==> src/rtl/filter_pad_sequencer_if.sv <==
// Pixel-source and filter-side handshake bundle for filter_pad_sequencer.
// master = sequencer side, slave = pixel source / filter side.
interface filter_pad_sequencer_if;
  logic        iPixValid;
  logic [23:0] iPixData;
  logic        oPixReady;
  logic        oValid;
  logic [23:0] oData;
  logic        iFilterDone;
  logic        iFilterValid;

  modport master (
    input  iPixValid, iPixData, iFilterDone, iFilterValid,
    output oPixReady, oValid, oData
  );

  modport slave (
    output iPixValid, iPixData, iFilterDone, iFilterValid,
    input  oPixReady, oValid, oData
  );
endinterface

==> src/rtl/filter_pad_sequencer.sv <==
// Feeds a streaming convolution filter: zero-pads each frame, appends a flush row,
// then keeps issuing zero beats until the filter reports done or a drain timeout.
module filter_pad_sequencer #(
  parameter int WIDTH       = 320,
  parameter int HEIGHT      = 240,
  parameter int KERNEL_SIZE = 3,
  parameter int DRAIN_MAX   = 32
) (
  input  logic                          clk,
  input  logic                          reset_n,
  input  logic                          iStart,
  filter_pad_sequencer_if.master        bus,
  output logic                          oBusy,
  output logic                          oFrameDone,
  output logic                          oError,
  output logic [31:0]                   oOutCnt
);
  localparam int B          = (KERNEL_SIZE - 1) / 2;
  localparam int ROW_BEATS  = WIDTH + 2 * B;
  localparam int TOTAL_ROWS = HEIGHT + 2 * B + 1;
  localparam int DW         = $clog2(DRAIN_MAX + 1);

  localparam logic [15:0]   PIX_LO        = 16'(B);
  localparam logic [15:0]   PIX_HI        = 16'(B + WIDTH);
  localparam logic [15:0]   COL_LAST      = 16'(ROW_BEATS - 1);
  localparam logic [15:0]   ROW_PAD_LAST  = 16'(B - 1);
  localparam logic [15:0]   ROW_BODY_LAST = 16'(B + HEIGHT - 1);
  localparam logic [15:0]   ROW_TAIL_LAST = 16'(TOTAL_ROWS - 1);
  localparam logic [DW-1:0] DRAIN_LAST    = DW'(DRAIN_MAX - 1);

  localparam logic [2:0] S_IDLE  = 3'd0;
  localparam logic [2:0] S_PAD   = 3'd1;
  localparam logic [2:0] S_BODY  = 3'd2;
  localparam logic [2:0] S_TAIL  = 3'd3;
  localparam logic [2:0] S_DRAIN = 3'd4;

  logic [2:0]    state;
  logic [15:0]   col;
  logic [15:0]   row;
  logic [DW-1:0] drain_cnt;

  logic pix_col;
  logic in_pix;
  logic beat;
  logic row_end;

  // A beat is issued every cycle except in BODY pixel columns with no pixel
  // offered; those cycles stall the filter rather than inserting a bubble value.
  always_comb begin
    pix_col = (col >= PIX_LO) && (col < PIX_HI);
    in_pix  = (state == S_BODY) && pix_col;
    beat    = 1'b0;
    case (state)
      S_PAD, S_TAIL, S_DRAIN: beat = 1'b1;
      S_BODY:                 beat = !pix_col || bus.iPixValid;
      default:                beat = 1'b0;
    endcase
    row_end = beat && (state != S_DRAIN) && (col == COL_LAST);
  end

  assign bus.oPixReady = in_pix;

  always_ff @(posedge clk or negedge reset_n) begin
    if (!reset_n) begin
      state      <= S_IDLE;
      col        <= '0;
      row        <= '0;
      drain_cnt  <= '0;
      bus.oValid <= 1'b0;
      bus.oData  <= '0;
      oBusy      <= 1'b0;
      oFrameDone <= 1'b0;
      oError     <= 1'b0;
      oOutCnt    <= '0;
    end else begin
      bus.oValid <= beat;
      bus.oData  <= (beat && in_pix) ? bus.iPixData : '0;
      oFrameDone <= 1'b0;

      if (oBusy && bus.iFilterValid && (oOutCnt != 32'hFFFF_FFFF))
        oOutCnt <= oOutCnt + 32'd1;

      case (state)
        S_IDLE: begin
          if (iStart) begin
            state   <= S_PAD;
            row     <= '0;
            col     <= '0;
            oOutCnt <= '0;
            oError  <= 1'b0;
            oBusy   <= 1'b1;
          end
        end
        S_PAD, S_BODY, S_TAIL: begin
          if (row_end) begin
            col <= '0;
            row <= row + 16'd1;
            if (state == S_PAD && row == ROW_PAD_LAST)
              state <= S_BODY;
            if (state == S_BODY && row == ROW_BODY_LAST)
              state <= S_TAIL;
            if (state == S_TAIL && row == ROW_TAIL_LAST) begin
              state     <= S_DRAIN;
              row       <= '0;
              drain_cnt <= '0;
            end
          end else if (beat) begin
            col <= col + 16'd1;
          end
        end
        S_DRAIN: begin
          // The terminating cycle still issues its zero beat.
          if (bus.iFilterDone || drain_cnt == DRAIN_LAST) begin
            if (!bus.iFilterDone)
              oError <= 1'b1;
            state      <= S_IDLE;
            oBusy      <= 1'b0;
            oFrameDone <= 1'b1;
          end else begin
            drain_cnt <= drain_cnt + DW'(1);
          end
        end
        default: state <= S_IDLE;
      endcase
    end
  end
endmodule

==> src/flat_wrapper.sv <==
// flat-port wrapper written by rule: the top's interface ports become plain ports
module filter_pad_sequencer_flat 
#(
  parameter int WIDTH       = 320,
  parameter int HEIGHT      = 240,
  parameter int KERNEL_SIZE = 3,
  parameter int DRAIN_MAX   = 32
)
  (clk, reset_n, iStart, oBusy, oFrameDone, oError, oOutCnt, bus_iPixValid, bus_iPixData, bus_iFilterDone, bus_iFilterValid, bus_oPixReady, bus_oValid, bus_oData);
  filter_pad_sequencer_if bus_i ();
  input  logic clk;
  input  logic reset_n;
  input  logic iStart;
  output logic oBusy;
  output logic oFrameDone;
  output logic oError;
  output logic [31:0] oOutCnt;
  input wire logic [$bits(bus_i.iPixValid)-1:0] bus_iPixValid;
  input wire logic [$bits(bus_i.iPixData)-1:0] bus_iPixData;
  input wire logic [$bits(bus_i.iFilterDone)-1:0] bus_iFilterDone;
  input wire logic [$bits(bus_i.iFilterValid)-1:0] bus_iFilterValid;
  output wire logic [$bits(bus_i.oPixReady)-1:0] bus_oPixReady;
  output wire logic [$bits(bus_i.oValid)-1:0] bus_oValid;
  output wire logic [$bits(bus_i.oData)-1:0] bus_oData;
  assign bus_i.iPixValid = bus_iPixValid;
  assign bus_i.iPixData = bus_iPixData;
  assign bus_i.iFilterDone = bus_iFilterDone;
  assign bus_i.iFilterValid = bus_iFilterValid;
  assign bus_oPixReady = bus_i.oPixReady;
  assign bus_oValid = bus_i.oValid;
  assign bus_oData = bus_i.oData;
  filter_pad_sequencer #(.WIDTH(WIDTH), .HEIGHT(HEIGHT), .KERNEL_SIZE(KERNEL_SIZE), .DRAIN_MAX(DRAIN_MAX)) u_core (.clk(clk), .reset_n(reset_n), .iStart(iStart), .bus(bus_i), .oBusy(oBusy), .oFrameDone(oFrameDone), .oError(oError), .oOutCnt(oOutCnt));
endmodule
==> config.mk <==
export PLATFORM = sky130hd
export DESIGN_NAME = filter_pad_sequencer_flat
export DESIGN_NICKNAME = d
export VERILOG_FILES = /design/src/rtl/filter_pad_sequencer_if.sv /design/src/rtl/filter_pad_sequencer.sv /design/src/flat_wrapper.sv
export SDC_FILE = /design/constraint.sdc
export NUM_CORES = 1
export LEC_CHECK = 0
export ABC_CLOCK_PERIOD_IN_PS = 3400
export BUFFER_PORTS_ARGS = -buffer_cell sky130_fd_sc_hd__buf_4
export CAP_MARGIN = 20
export CORE_ASPECT_RATIO = 0.75
export CORE_MARGIN = 3
export CORE_UTILIZATION = 25
export CTS_CLUSTER_DIAMETER = 30
export DETAILED_ROUTE_END_ITERATION = 7
export GPL_TIMING_DRIVEN = 0
export SKIP_LAST_GASP = 1
export SYNTH_ARGS = -nofsm -noshare
export SYNTH_HDL_FRONTEND = slang
export SYNTH_SLANG_ARGS = --single-unit
==> constraint.sdc <==
create_clock -name clk -period 3.4 [get_ports clk]
set_input_delay 0.17 -clock clk [delete_from_list [all_inputs] [get_ports clk]]
set_output_delay 0.17 -clock clk [all_outputs]
set_load 0.02 [all_outputs]
# After elaboration in Yosys (flattened, before gate mapping)
# Cells that the tools add are included.
# totals
romBits,0
register_bits,101
memories,0
latch_bits,0
out_inout_bits,61
ram_bits,0
input_bits,30
elab_cells,92
# classes
n_addsub,4
reduce_logical,26
muxes,32
n_mul,0
n_eq_ne,18
n_div,0
n_shift,0
order_cmp,2
n_bitwise,0
# op_table
op,count
$mux 32,3
$mux 16,5
$pmux 16 s2,2
$add 16x1->16 const B,2
$add 32x1->32 const B,1
$eq 16x8->1 const B,2
$ne 32x32->1 const B,1
$mux 24,1
$mux 3,6
$mux 6,3
$eq 16x9->1 const B,1
$ge 16x1->1 const B,1
$logic_not 16->1,1
$lt 16x9->1 const B,1
$pmux 6 s2,1
$reduce_and 4->1,3
$logic_and 1x1->1,10
$pmux 3 s3,1
$reduce_and 3->1,3
$mux 1,7
$add 6x1->6 const B,1
$eq 3x2->1 const B,2
$eq 6x5->1 const B,1
$ne 2x1->1 const B,3
12 further kinds,20

# Logic depth before layout (Yosys ltp)
# Gate-level depths: netlist (run 1).
# logic_depth
ltp_word,9
ltp_mapped,10
depth_no_buf,8

# Worst setup path before layout (run 1)
# Ideal clock, no wire load.
# synth_timing
path_type,register to register
startpoint,register u_core.row[0]
endpoint,register u_core.state[1]
t_arrival_ns,2.274
slack_ns,1.002
synth_period_minus_slack_ns,2.398
stages_incl_launch_ff,9
required_time_ns,3.275
setup_time_ns,0.125
n_path_buf,0
cell_sequence,dfrtp_1 -> inv_1 -> ha_1 -> and2_1 -> or3b_1 -> o21ai_0 -> a31oi_1 -> a2111oi_4 -> mux2_2
# synth_via
elab_chain_cells,6
elab_cells_between_ends,12
cone_classes,eq/ne (3); mux (4); reduce/logical (5)
# synth_lines
element,line,rtl
"start, declared",filter_pad_sequencer.sv:39,logic [15:0] row;
"start signal, assigned",filter_pad_sequencer.sv:97,row <= row + 16'd1;
$eq 16x8->1,filter_pad_sequencer.sv:100,if (state == S_BODY && row == ROW_BODY_LAST)
$logic_and 1x1->1,filter_pad_sequencer.sv:100,
$mux 3,filter_pad_sequencer.sv:100,
$mux 3,filter_pad_sequencer.sv:102,if (state == S_TAIL && row == ROW_TAIL_LAST) begin
$mux 3,filter_pad_sequencer.sv:95,if (row_end) begin
$pmux 3 s3,filter_pad_sequencer.sv:83,case (state)
"end signal, assigned",filter_pad_sequencer.sv:86,state <= S_PAD;
"end signal, assigned",filter_pad_sequencer.sv:101,state <= S_TAIL;
"end signal, assigned",filter_pad_sequencer.sv:103,state <= S_DRAIN;
"end, declared",filter_pad_sequencer.sv:37,logic [2:0] state;
# Several ways; a longest one is shown, not always the timed one. The select of a mux whose other input is x is not followed.
# A chain may end at the register's enable or synchronous reset.

# Worst setup path after layout (run 1)
# layout_timing
startpoint,register u_core.state[0]
endpoint,register u_core.col[10]
# layout_via
elab_chain_cells,7
elab_cells_between_ends,17
cone_classes,eq/ne (7); mux (3); reduce/logical (7)
# layout_lines
element,line,rtl
"start signal, assigned",filter_pad_sequencer.sv:65,state <= S_IDLE;
"start signal, assigned",filter_pad_sequencer.sv:86,
"start signal, assigned",filter_pad_sequencer.sv:99,state <= S_BODY;
$eq 3x3->1 (tied with other cells),filter_pad_sequencer.sv:53,case (state)
$reduce_or 3->1,filter_pad_sequencer.sv:53,
$pmux 1 s2,filter_pad_sequencer.sv:53,
$logic_and 1x1->1 (2 in a row),filter_pad_sequencer.sv:58,row_end = beat && (state != S_DRAIN) && (col == COL_LAST);
$ne 3x1->1 (no source line) or $mux 16 (tied branches),-,
$reduce_and 3->1 (no source line) or $pmux 16 s2 (tied branches),-,
"end signal, assigned",filter_pad_sequencer.sv:108,col <= col + 16'd1;
"end, declared",filter_pad_sequencer.sv:38,logic [15:0] col;
# Several ways; a longest one is shown, not always the timed one.

==> metrics.txt, run 1 <==
Layout Skew 0.00467 ns; Cell Rows 44; met3 usage in global routing 0.0268; Nets ~660; final setup fails 0; dominant cell type by area after synthesis dfrtp_1; cell count after synthesis 520; drt total wl roughly 12,000 um; die area 0.0219 mm2; CTS clk-pin slew, worst paths 0.06 ns; Area contributors post-synth dfrtp_1 (50%), and3_1 (5.1%), xnor2_1 (5.0%), nor2_1 (5.0%), o21ai_0 (3.2%); gr usage total 0.113; cells on worst reg2reg path 8; sw frac 0.348; Slew headroom 0.475; global route hottest layer met1; combinational share of power 0.321; routability cong. 0.797; Max stage delay cell, worst path nor4b_4; sequential area share after synthesis 0.501; grt met2 use 0.166; hold path cells 2; Peak VDD IR 251 uV; vias in the first global route 3,896; crit path max fanout 10; vias per cell around 4.7; FILL cells 2,005; clock buffer depth 2; CP Data Arrival Time 3.00 ns; Placed Area 0.00606 mm2; clock network fraction of total power 0.276; Crit. End Element flop; Switch Pwr 0.00127 W; CTS tree built; f_max 359 MHz; RSZ-0062 raised after global routing false; Internal 0.00237 W; first-pass GRT wire length 20,400 um; Die Height 129 um; total number of vias about 4,200; multi-input logic area ~0.0024 mm2; total power 0.00364 W; Crit Path Category flop to flop; Yosys warnings 0; clk sink count just over 100; Seq cells post-synth between 100 and 150; CP cell instances buf_2, nor4b_4, nor2b_1, clkbuf_1, nand4b_1, nor4b_1, xnor2_1, nor2_1; syn_nets 558; worst stage delay on the critical path 0.60 ns; synthesized cell area 0.00504 mm2; largest net degree at the start of global routing 55; Worst Setup Start Kind flop; core region area 0.0196 mm2; # diodes 0; synthesis-to-finish area growth 26.1%; PortBufs 90; post-synth cell types 54; Remaining Overflow, GRT 0; Synth Flop Type dfrtp_1; Async S/R FF share, synth 1.00; post-DR wirelength/cell 14.2 um; Max Cap Viol 0; period utilisation layout 0.819; final hold slack roughly 0.065 ns; post-cts resize count 0; H-Tree Level Count 3; syn_area_per_cell 9.70 um2; status finished, final reports clean; WP data required 3.61 ns; Post-DP HPWL ~9100 um; Hold/Removal Path Class input port to flop; CTS Buf Count 9; worst skew pair latency 0.34 ns; Pleak 2.91 nW; final hold violations 0; Register Area ~0.0025 mm2; Initial DRC Count 322; Worst Max-Slew Pin Slew 0.782 ns; fin area 0.00636 mm2; Synth top area share 0.501; crit path time final 2.78 ns; EDFF count, synth 0; sequential power share 0.403; total negative setup slack 0 ns; met1 usage 0.172; layout cells sized above 1 0.198; antenna viol nets, final 0; Top-Level Pins 91; max-slew violations 0; DR DRC count 0; TritonRoute pass-1 iters 4; initial antenna violation count 0; Starting Density 0.257; PD cells ~570 mW/mm2; clock root cell clkbuf_16; Die X 170 um
[what timing repair did]
| action | CTS | global route |
|---|---|---|
| hold buffers | 1 | 0 |
| endpoints found under the setup margin | 0 | 0 |
| setup buffers | 0 | 0 |
| hold endpoints to repair | 53 | 0 |
[sequential cells by signal (all words and copies together) (netlist names), 3 cells and up]
signal            count
u_core.bus.oData     24
u_core.col           16
u_core.drain_cnt      6
u_core.oOutCnt       32
u_core.row           16
u_core.state          3
[critical path: cells and delay by family, from the launching register on]
kind / cells / cell delay [ns]
simple gates: 5 / 1.69
xor+xnor: 1 / 0.17
buf+inv: 2 / 0.44
flops: 1 / 0.37
[layout make-up]
type / instances / share of cell area
Timing Repair Buffer: 93 / 0.113
Tap cell: 253 / 0.0498
Inverter: 11 / 0.00649
Buffer: 21 / 0.0140
Clock inverter: 2 / 0.00551
Clock buffer: 12 / 0.0387
Sequential cell: 101 / 0.397
Multi-Input combinational cell: 387 / 0.375
[synthesized netlist by cell type, types with 2 or more instances]
master    count
ha_1          8
nor4b_1       2
and3_1       41
nand4b_1      3
nor3b_1       7
and4bb_2      2
nand4_1      17
nand2b_1      4
o41ai_1       2
mux2i_1       2
clkbuf_1     12
nor3_1       21
nor2_1       67
a31oi_1       6
nand3_1      30
nor4_1        8
dfrtp_1     101
xor2_1       11
xnor2_1      29
and4_1        5
o21ai_0      32
inv_1        11
buf_2         7
and2_1        3
or4_1         3
or3_1         9
o31ai_1       6
nand2_1      25
nor2b_1       8
a21oi_1      14
[worst paths after layout]
path,endpoint,from,slack (ns)
min reg2reg,u_core.row[15]$_DFFE_PN0P_,u_core.row[15]$_DFFE_PN0P_,0.49
max in group asynchronous,u_core.bus.oData[10]$_DFF_PN0_,reset_n,2.28
max reg2reg,u_core.col[10]$_DFFE_PN0P_,u_core.state[0]$_DFFE_PN0P_,0.62
max,u_core.col[10]$_DFFE_PN0P_,u_core.state[0]$_DFFE_PN0P_,0.62
min in group asynchronous,u_core.oOutCnt[6]$_DFF_PN0_,reset_n,0.43
min,u_core.bus.oData[11]$_DFF_PN0_,bus_iPixData[11],0.07
[routing by layer]
layer | routed length, um | share of wire | up-vias
met5 | 0 | 0 | -
met1 | 6350 | 0.51 | 2019
met2 | 5500 | 0.44 | 78
li1 | - | - | 2070
met3 | 524 | 0.042 | 8
met4 | 85 | 0.0068 | 0
[power groups by stage]
stage	Sequential, W	Combinational [W]	Clock [W]
after detailed placement	0.00148	0.00117	0
after global placement	0.00148	0.00116	0
final	0.00147	0.00117	0.00101
after global routing	0.00149	0.00130	0.00108
after floorplan	0.00157	0.000649	0
after CTS	0.00146	0.00117	0.00104
[cells in the final DEF (no fill, tap or decap), types with 8 or more instances in the layout]
cell type / netlist / routed
a21oi_1: 14 / 14
and3_1: 41 / 41
buf_4: 0 / 90
clkbuf_1: 12 / 14
clkbuf_16: 0 / 9
dfrtp_1: 101 / 101
ha_1: 8 / 8
inv_1: 11 / 11
nand2_1: 25 / 25
nand3_1: 30 / 30
nand4_1: 17 / 17
nor2_1: 67 / 67
nor2b_1: 8 / 8
nor3_1: 21 / 21
nor4_1: 8 / 8
o21ai_0: 32 / 32
or3_1: 9 / 9
xnor2_1: 29 / 29
xor2_1: 11 / 11
[kinds of logic after synthesis]
kind of cell,count (synthesis),synth area share
AOI/OAI and AO/OA,69,0.0838
xor gates and xnor gates,40,0.0694
adders and majority gates,8,0.0198
buffers and inverters,32,0.0258
DFF,101,0.501
muxes,3,0.00620
and+or+nand+nor,267,0.294
[through the flow]
step,cells,worst slack [ns],utilization
global route,880,0.350,0.325
floorplan,520,1.00,-
detailed placement,864,0.656,0.309
CTS,879,0.635,0.324
finish,880,0.617,0.325
global placement,863,0.651,0.308
No activity file was read; power rests on OpenSTA's default activity.
==> run 2, diff against run 1 <==
--- a/config.mk
+++ b/config.mk
@@ -5,7 +5,7 @@
 export SDC_FILE = /design/constraint.sdc
 export NUM_CORES = 1
 export LEC_CHECK = 0
-export ABC_CLOCK_PERIOD_IN_PS = 3400
+export ABC_CLOCK_PERIOD_IN_PS = 2340
 export BUFFER_PORTS_ARGS = -buffer_cell sky130_fd_sc_hd__buf_4
 export CAP_MARGIN = 20
 export CORE_ASPECT_RATIO = 0.75
==> constraint.sdc (replaced) <==
create_clock -name clk -period 2.34 [get_ports clk]
set_input_delay 0.117 -clock clk [delete_from_list [all_inputs] [get_ports clk]]
set_output_delay 0.117 -clock clk [all_outputs]
set_load 0.02 [all_outputs]
==> metrics.txt, run 2 (synthesis results as in run 1) <==
most common cell after layout, fill and taps aside buf_4; crit path time final around 2.4 ns; H-Tree Level Count 3; Slew headroom 0.539; RSZ-0062 raised after global routing true; synthesis-to-finish area growth 37.3%; CTS tree built; Largest regs u_core.oOutCnt (32), u_core.bus.oData (24); total number of vias 4,351; sequential power share 0.363; Peak VDD IR between 300 and 400 uV; sw frac 0.348; clk sink count slightly above 100; most frequent cells in the layout buf_4 (113), dfrtp_1 (97), nor2_1 (65), and3_1 (41), xnor2_1 (29); Internal 0.00385 W; Initial DRC Count 280; met2 routed WL 6160 um; period utilisation layout 1.02; Max Cap Viol 0; Die Height between 100 and 150 um; largest reg by FF count u_core.oOutCnt; max reg flops 32; TritonRoute pass-1 iters 5; first-pass GRT wire length 21,400 um; Layout Skew 0.00745 ns; core region area 0.0196 mm2; Starting Density 0.257; CP Data Arrival Time approximately 2.6 ns; vias in the first global route a little over 4,000; post-DR wirelength/cell ~15 um; die area 0.0219 mm2; Worst Max-Slew Pin Slew 0.689 ns; PD cells 851 mW/mm2; total negative setup slack -0.129 ns; clock network fraction of total power 0.272; failing checks setup timing; final setup fails 9; Pleak 3.16 nW; CTS Buf Count 9; gr usage total 0.119; # diodes 0; WP data required 2.57 ns; met1 wire length between 6000 and 7000 um; PortBufs 90; worst skew pair latency between 0.3 and 0.4 ns; final hold violations 0; vias per cell about 4.8; max-slew violations 0; clock root cell clkbuf_16; Switch Pwr 0.00205 W; initial antenna violation count 0; drt total wl ~13,000 um; DR top layer met4; final worst slack -0.0541 ns; Crit Path Category flop to flop; routability cong. 0.800; Top-Level Pins 91; Worst Setup Start Kind flop; Nets roughly 690; Die X 170 um; crit path max fanout 4; Post-DP HPWL slightly above 9000 um; layout cells sized above 1 0.292; FILL cells 1,982; clock buffer depth 2; Hold/Removal Path Class input port to flop; Cell Rows 44; total power about 0.006 W; f_max 418 MHz; combinational share of power 0.365; status finished with violations; Crit. End Element flop; Remaining Overflow, GRT 0; DR DRC count 0; largest net degree at the start of global routing 70; antenna viol nets, final 0; CTS clk-pin slew, worst paths approximately 0.07 ns; met3 wire length about 570 um
==> run 2: cell count changes in the layout (fill, tap and decap cells not counted), moves of 7 or more <==
cell | previous run | this run
buf_6 | 0 | 8
o21ai_0 | 32 | 25
clkbuf_1 | 14 | 6
buf_4 | 90 | 113
==> run 2: power groups by stage <==
stage                     sequential [W]  combinational [W]  clock [W]
final                            0.00214            0.00215    0.00160
after CTS                        0.00213            0.00193    0.00164
after global placement           0.00215            0.00168          0
after detailed placement         0.00216            0.00171          0
after floorplan                  0.00228           0.000943          0
after global routing             0.00217            0.00235    0.00171
==> run 2: metal layers <==
| layer | global-route usage | up-vias |
|---|---|---|
| met5 | 0 | - |
| met4 | 0.0200 | 0 |
| met2 | 0.180 | 86 |
| met3 | 0.0271 | 8 |
| li1 | - | 2123 |
| met1 | 0.179 | 2134 |
==> run 2: layout make-up <==
type / count / area, um2 / share of cell area
Buffer: 17 / 123 / 0.0177
Sequential cell: 101 / 2530 / 0.366
Inverter: 11 / 41.3 / 0.00596
Clock buffer: 14 / 284 / 0.0410
Clock inverter: 2 / 38.8 / 0.00560
Multi-Input combinational cell: 387 / 2610 / 0.377
Tap cell: 253 / 317 / 0.0457
Timing Repair Buffer: 122 / 982 / 0.142
==> run 2: path summary, 6_finish.rpt <==
path	slack, ns	depth (start not counted)	from	to
worst max-delay path	-0.05	9	u_core.col[12]$_DFFE_PN0P_	u_core.state[1]$_DFFE_PN0P_
worst min-delay path	0.01	2	bus_iPixData[11]	u_core.bus.oData[11]$_DFF_PN0_
worst max register to register	-0.05	9	u_core.col[12]$_DFFE_PN0P_	u_core.state[1]$_DFFE_PN0P_
worst min register to register	0.48	1	u_core.row[15]$_DFFE_PN0P_	u_core.row[15]$_DFFE_PN0P_
max in group asynchronous	1.38	3	reset_n	u_core.col[4]$_DFFE_PN0P_
min in group asynchronous	0.27	2	reset_n	u_core.oOutCnt[3]$_DFF_PN0_
==> run 2: worst max-delay path: stages (launching register included) <==
cell and delay (ns):
dfrtp_1 0.39, or4_4 0.56, nor4_4 0.17, buf_6 0.17, buf_6 0.11, and4bb_2 0.26
buf_6 0.11, o21a_4 0.15, a2111oi_4 0.05, mux2_4 0.32
==> run 2: stage by stage <==
step           instance area (um2)   util  hold slack (ns)  worst slack [ns]  std cells
4_1_cts                       6630  0.338          0.00106            -0.117        893
2_1_floorplan                 5040      -           -0.179           -0.0117        520
3_5_place_dp                  6060  0.309            0.100            -0.344        864
3_3_place_gp                  6040  0.308            0.358            -0.341        863
6_report                      6930  0.353          0.00981           -0.0541        907
5_1_grt                       6930  0.353         0.000468            -0.140        907
==> run 2: what timing repair did <==
item | CTS | global route
hold buffers | 4 | 0
buffers inserted | 11 | 15
gates resized for setup | 32 | 48
setup endpoints to repair | 45 | 54
hold endpoints to repair | 35 | 0
pin swaps | 7 | 12
gates cloned | 0 | 1
